<file path="src/rtl/rx_fcs_pkg.sv">
// Shared constants and payload types for the RX FCS checker and CRC helpers.
package rx_fcs_pkg;

    localparam int unsigned LEN_W       = 11;
    localparam logic [31:0] CRC_POLY    = 32'hEDB88320;
    localparam logic [31:0] CRC_INIT    = 32'hFFFFFFFF;
    localparam logic [31:0] CRC_RESIDUE = 32'hDEBB20E3;

    // Per-frame status payload.
    typedef struct packed {
        logic             fcs_err;
        logic             runt;
        logic [LEN_W-1:0] len;
    } frame_stat_t;

endpackage

</file>
<file path="src/rtl/rx_fcs_check_crc32_d8.sv">
// Combinational reflected CRC-32 update for one byte, LSB first.
module crc32_d8
    import rx_fcs_pkg::*;
(
    input  logic [31:0] crc,
    input  logic [7:0]  data,
    output logic [31:0] crc_next_c
);

    // Eight serial LFSR steps unrolled into one combinational stage.
    always_comb begin
        crc_next_c = crc;
        for (int i = 0; i < 8; i++) begin
            if (crc_next_c[0] ^ data[i]) begin
                crc_next_c = (crc_next_c >> 1) ^ CRC_POLY;
            end else begin
                crc_next_c = crc_next_c >> 1;
            end
        end
    end

endmodule

</file>
<file path="src/rtl/rx_fcs_check.sv">
// RX FCS checker: pulls bytes from the RX FIFO, checks Ethernet CRC-32,
// forwards bytes downstream and reports per-frame status and counters.
// Optional macro FCS_STRIP_EN: the 4 FCS bytes are not forwarded.
module rx_fcs_check
    import rx_fcs_pkg::*;
#(
    parameter int unsigned CNT_W   = 16,
    parameter int unsigned MIN_LEN = 64
) (
    input  logic             clk,
    input  logic             arst_n,
    input  logic [7:0]       i_fifo_dout,
    input  logic             i_fifo_empty,
    input  logic             i_fifo_del,
    output logic             i_fifo_rden,
    output logic [7:0]       o_fifo_din,
    output logic             o_fifo_wren,
    output logic             o_fifo_del,
    input  logic             o_fifo_afull,
    output logic             o_stat_valid,
    output logic             o_stat_fcs_err,
    output logic             o_stat_runt,
    output logic [LEN_W-1:0] o_stat_len,
    output logic [CNT_W-1:0] o_good_cnt,
    output logic [CNT_W-1:0] o_bad_cnt
);

    logic             rd_vld;
    logic [31:0]      crc_q;
    logic [31:0]      crc_nxt_c;
    logic [LEN_W-1:0] len_q;
    logic [LEN_W-1:0] len_nxt_c;
    frame_stat_t      stat_c;
    logic             del_smp_c;

    // Reads are gated only by source data and downstream headroom.
    assign i_fifo_rden = !i_fifo_empty && !o_fifo_afull;
    assign del_smp_c   = rd_vld && i_fifo_del;

    crc32_d8 u_crc (
        .crc        (crc_q),
        .data       (i_fifo_dout),
        .crc_next_c (crc_nxt_c)
    );

    // Length including the current byte, saturating at all-ones.
    always_comb begin
        len_nxt_c = (len_q == {LEN_W{1'b1}}) ? len_q : len_q + LEN_W'(1);
        stat_c.fcs_err = (crc_nxt_c != CRC_RESIDUE);
        stat_c.runt    = (len_nxt_c < LEN_W'(MIN_LEN));
        stat_c.len     = len_nxt_c;
    end

    // Read-valid pipeline plus CRC/length accumulation; reload after the del byte.
    always_ff @(posedge clk or negedge arst_n) begin
        if (!arst_n) begin
            rd_vld <= 1'b0;
            crc_q  <= CRC_INIT;
            len_q  <= '0;
        end else begin
            rd_vld <= i_fifo_rden;
            if (rd_vld) begin
                if (i_fifo_del) begin
                    crc_q <= CRC_INIT;
                    len_q <= '0;
                end else begin
                    crc_q <= crc_nxt_c;
                    len_q <= len_nxt_c;
                end
            end
        end
    end

    // Frame status strobe, aligned with the final write of the frame.
    always_ff @(posedge clk or negedge arst_n) begin
        if (!arst_n) begin
            o_stat_valid   <= 1'b0;
            o_stat_fcs_err <= 1'b0;
            o_stat_runt    <= 1'b0;
            o_stat_len     <= '0;
        end else begin
            o_stat_valid <= del_smp_c;
            if (del_smp_c) begin
                o_stat_fcs_err <= stat_c.fcs_err;
                o_stat_runt    <= stat_c.runt;
                o_stat_len     <= stat_c.len;
            end
        end
    end

    // Saturating good/bad counters, updated the cycle after the status strobe.
    always_ff @(posedge clk or negedge arst_n) begin
        if (!arst_n) begin
            o_good_cnt <= '0;
            o_bad_cnt  <= '0;
        end else if (o_stat_valid) begin
            if (o_stat_fcs_err || o_stat_runt) begin
                if (o_bad_cnt != {CNT_W{1'b1}}) begin
                    o_bad_cnt <= o_bad_cnt + CNT_W'(1);
                end
            end else if (o_good_cnt != {CNT_W{1'b1}}) begin
                o_good_cnt <= o_good_cnt + CNT_W'(1);
            end
        end
    end

`ifdef FCS_STRIP_EN
    logic [3:0][7:0] dly_q;
    logic [2:0]      occ_q;
    logic            push_out_c;

    assign push_out_c = rd_vld && (occ_q == 3'd4);

    // Four-byte delay line: only bytes pushed out by a newer sample are written,
    // so the trailing FCS never leaves; occupancy restarts at each frame.
    always_ff @(posedge clk or negedge arst_n) begin
        if (!arst_n) begin
            dly_q       <= '0;
            occ_q       <= '0;
            o_fifo_wren <= 1'b0;
            o_fifo_din  <= '0;
            o_fifo_del  <= 1'b0;
        end else begin
            o_fifo_wren <= push_out_c;
            o_fifo_del  <= push_out_c && i_fifo_del;
            if (push_out_c) begin
                o_fifo_din <= dly_q[3];
            end
            if (rd_vld) begin
                dly_q <= {dly_q[2:0], i_fifo_dout};
                if (i_fifo_del) begin
                    occ_q <= '0;
                end else if (occ_q != 3'd4) begin
                    occ_q <= occ_q + 3'd1;
                end
            end
        end
    end
`else
    // Straight pass-through of every sampled byte with its del bit.
    always_ff @(posedge clk or negedge arst_n) begin
        if (!arst_n) begin
            o_fifo_wren <= 1'b0;
            o_fifo_din  <= '0;
            o_fifo_del  <= 1'b0;
        end else begin
            o_fifo_wren <= rd_vld;
            o_fifo_del  <= del_smp_c;
            if (rd_vld) begin
                o_fifo_din <= i_fifo_dout;
            end
        end
    end
`endif

endmodule
</file>
<file path="config.mk">
export PLATFORM = sky130hd
export DESIGN_NAME = rx_fcs_check
export DESIGN_NICKNAME = d
export VERILOG_FILES = /design/src/rtl/rx_fcs_pkg.sv /design/src/rtl/rx_fcs_check_crc32_d8.sv /design/src/rtl/rx_fcs_check.sv
export SDC_FILE = /design/constraint.sdc
export NUM_CORES = 1
export LEC_CHECK = 0
export CORE_MARGIN = 3
export CORE_UTILIZATION = 35
export DETAILED_ROUTE_END_ITERATION = 8
export DONT_BUFFER_PORTS = 1
export PLACE_DENSITY = 0.53
export SKIP_CTS_REPAIR_TIMING = 1
export SYNTH_ARGS = -nofsm -noshare
export SYNTH_HDL_FRONTEND = slang
export SYNTH_SLANG_ARGS = --single-unit
</file>
<file path="constraint.sdc">
create_clock -name clk -period 3.3 [get_ports clk]
set_input_delay 0.825 -clock clk [delete_from_list [all_inputs] [get_ports clk]]
set_output_delay 0.825 -clock clk [all_outputs]
set_load 0.005 [all_outputs]
</file>
==> run metrics <==
max-cap violations 0; Slew @ Worst Pin ~0.75 ns; Slew Viols, Final 0; worst hold path type input port to async pin; unique cell type count in the Yosys netlist 56; #FFs+latches synth 99; Sink Count slightly below 100; synthesis-to-layout area growth 10.0%; critical path launch point type register; clk slew on worst S/H paths about 0.070 ns; Power, Total approximately 0.0056 W; final net count a little over 500; Main synth FF type dfrtp_1; layout cells sized above 1 about a fifth; Crit Path Max Fanout 7; setup tns final 0 ns; Routed Antenna Nets 0; DR vias between 3k and 4k; post-DR wirelength/cell 18.2 um; Worst EP arrival ~3.1 ns; vias in the first global route ~3.6k; DIE WIDTH around 130 um; Final Hold Viols 0; crit share post-route 89.2%; most used cell, CP xnor3_1; worst reg-to-reg path cell count 6; Final Wtd Congestion approximately 0.86; WP depth 6; CTS H-Tree Depth 3; first-pass GRT wire length about 20000 um; I/O pin count 70; Core Box Area 14800 um2; clk root buf clkbuf_16; critical path's top delay family XOR/XNOR gates; Yosys Warn Count 0; crit path kind register to register; Power Dens Cells approximately 940 nW/um2; Worst path slowest cell dfstp_2; mean area per synthesized cell roughly 11 um2; total CTS buffers 9; Starting Density a little over a third; LEAKAGE approximately 2.5 nW; DR pass1 iterations 6; final core occ between 40% and 50%; Post-synth EDFFs 0; WHS about 0.17 ns; Chip Height between 100 and 150 um; post-synthesis sequential area ratio a little under half; fmax roughly 340 MHz; Initial DRC Count between 200 and 250; Critical Path RT roughly 3.5 ns; VDD IR max around 0.39 mV; largest net degree at the start of global routing 100; relative slew slack approximately 50%; CTS tree yes; Final setup viols 0; cell row count 44; Post-Synthesis Cells around 480; n_diodes 0; CP Capture Type register; synthesized cell area ~5400 um2; crit-path cells xor2_2 > xnor3_1 > xnor3_1 > o2111ai_1 > a2111oi_0 > a31oi_1; antenna violations before repair 0; vias per inst about 5.2; Final min period 2.94 ns; Fillers roughly 1.4k; gr usage total 15.1%; RSZ-0062 raised after global routing no; FF/Latch Area about 2500 um2; multi-input combinational cell area between 2000 and 3000 um2; Post-route DRC 0; Die ar. approximately 17000 um2; final wirelength ~12000 um; Post-synth ARST share between 90% and 100%; CTS Buffer Depth 2; clk_skew about 0.01 ns; IO Port Bufs 0; status completed; GR Overflow Total 0; Clk Latency, worst-skew pair 0.35 ns; Slowest Stage Delay on Critical Path around 0.62 ns; WP buf/inv 0; Post-DP HPWL about 9000 um; Mapped Nets approximately 500
logic make-up (layout without fill, tap and decap cells):
group / after synthesis / in the layout / synth area share [%]
AND/OR/NAND/NOR: 147 / 147 / 12.9
XOR/XNOR: 114 / 114 / 25.2
flip-flops: 99 / 99 / 46.5
AO/OA/AOI/OAI: 79 / 79 / 9.68
buffers and inverters: 24 / 36 / 1.76
multiplexers: 15 / 15 / 3.03
adder cells (fa/ha/maj): 4 / 4 / 0.924
cell type report:
type / instances / area share, %
multi-input combinational: 359 / 47.0
sequential: 99 / 42.3
clock buffer: 12 / 4.30
tap: 184 / 3.86
timing repair buffer: 11 / 1.39
clock inverter: 4 / 0.567
inverter: 9 / 0.567
per-layer routing:
layer | part of all wire [%] | global-route usage, % | vias to the layer above
met1 | 48 | 20.8 | 1765
li1 | - | - | 1687
met4 | 1.7 | 5.81 | 0
met2 | 45 | 23.3 | 81
met5 | 0 | 0 | -
met3 | 5.4 | 3.33 | 10
report_power, final:
part	switching (W)	internal [W]
combinational	0.00134	0.00140
sequential	0.000253	0.00154
clock	0.000473	0.000560
placed cells by master (no fill, tap or decap), types with 4 or more instances in the layout:
cell type / Yosys / final
mux2i_1: 4 / 4
dfrtp_1: 67 / 66
nand2_1: 36 / 36
nor2b_1: 4 / 4
and2_1: 4 / 4
a31oi_1: 4 / 4
nor3_1: 8 / 8
xnor2_1: 63 / 63
o22a_1: 13 / 13
xnor3_1: 9 / 9
xnor2_2: 5 / 5
nor2_1: 45 / 45
o21ai_0: 19 / 19
a21oi_1: 20 / 20
mux2_2: 11 / 11
and3_1: 6 / 6
nor4_1: 4 / 4
inv_1: 8 / 8
xnor2_4: 4 / 4
xor2_1: 23 / 23
nand4_1: 9 / 9
a22o_1: 4 / 4
dfstp_2: 32 / 32
buf_4: 1 / 11
clkbuf_16: 0 / 9
ha_1: 4 / 4
nand3_1: 18 / 18
xnor3_2: 5 / 5
registers in the layout (all words and copies together), names as in the netlist:
| register | count |
|---|---|
| o_stat_runt | 1 |
| o_stat_len | 11 |
| o_bad_cnt | 16 |
| o_stat_fcs_err | 1 |
| rd_vld | 1 |
| len_q | 11 |
| o_fifo_del | 1 |
| o_fifo_wren | 1 |
| o_good_cnt | 16 |
| o_fifo_din | 8 |
| crc_q | 32 |
worst paths after layout:
| kind | start | to | slack [ns] |
|---|---|---|---|
| setup / recovery | crc_q[0] | o_stat_fcs_err | 0.36 |
| hold / removal | arst_n | o_bad_cnt[9] | 0.17 |
| setup reg to reg | crc_q[0] | o_stat_fcs_err | 0.36 |
| hold reg to reg | crc_q[21] | crc_q[21] | 0.51 |
| max in group asynchronous | arst_n | crc_q[4] | 2.89 |
| min in group clk | crc_q[21] | crc_q[21] | 0.51 |
cell usage after synthesis, types with 11 or more instances:
master	number	area [um2]
o22a_1	13	114
mux2_2	11	124
a21oi_1	20	100
nand2_1	36	135
nand3_1	18	90.1
xnor2_1	63	552
dfrtp_1	67	1680
o21ai_0	19	95.1
clkbuf_1	12	45.0
nor2_1	45	169
xor2_1	23	201
dfstp_2	32	841
per-stage QoR:
step	worst slack (ns)	cells	instance area (um2)
floorplan	0.435	482	5420
global placement	0.174	662	5670
detailed placement	0.174	662	5670
CTS	0.357	678	5960
global route	0.155	678	5960
finish	0.358	678	5960
No activity file was read; power rests on OpenSTA's default activity.
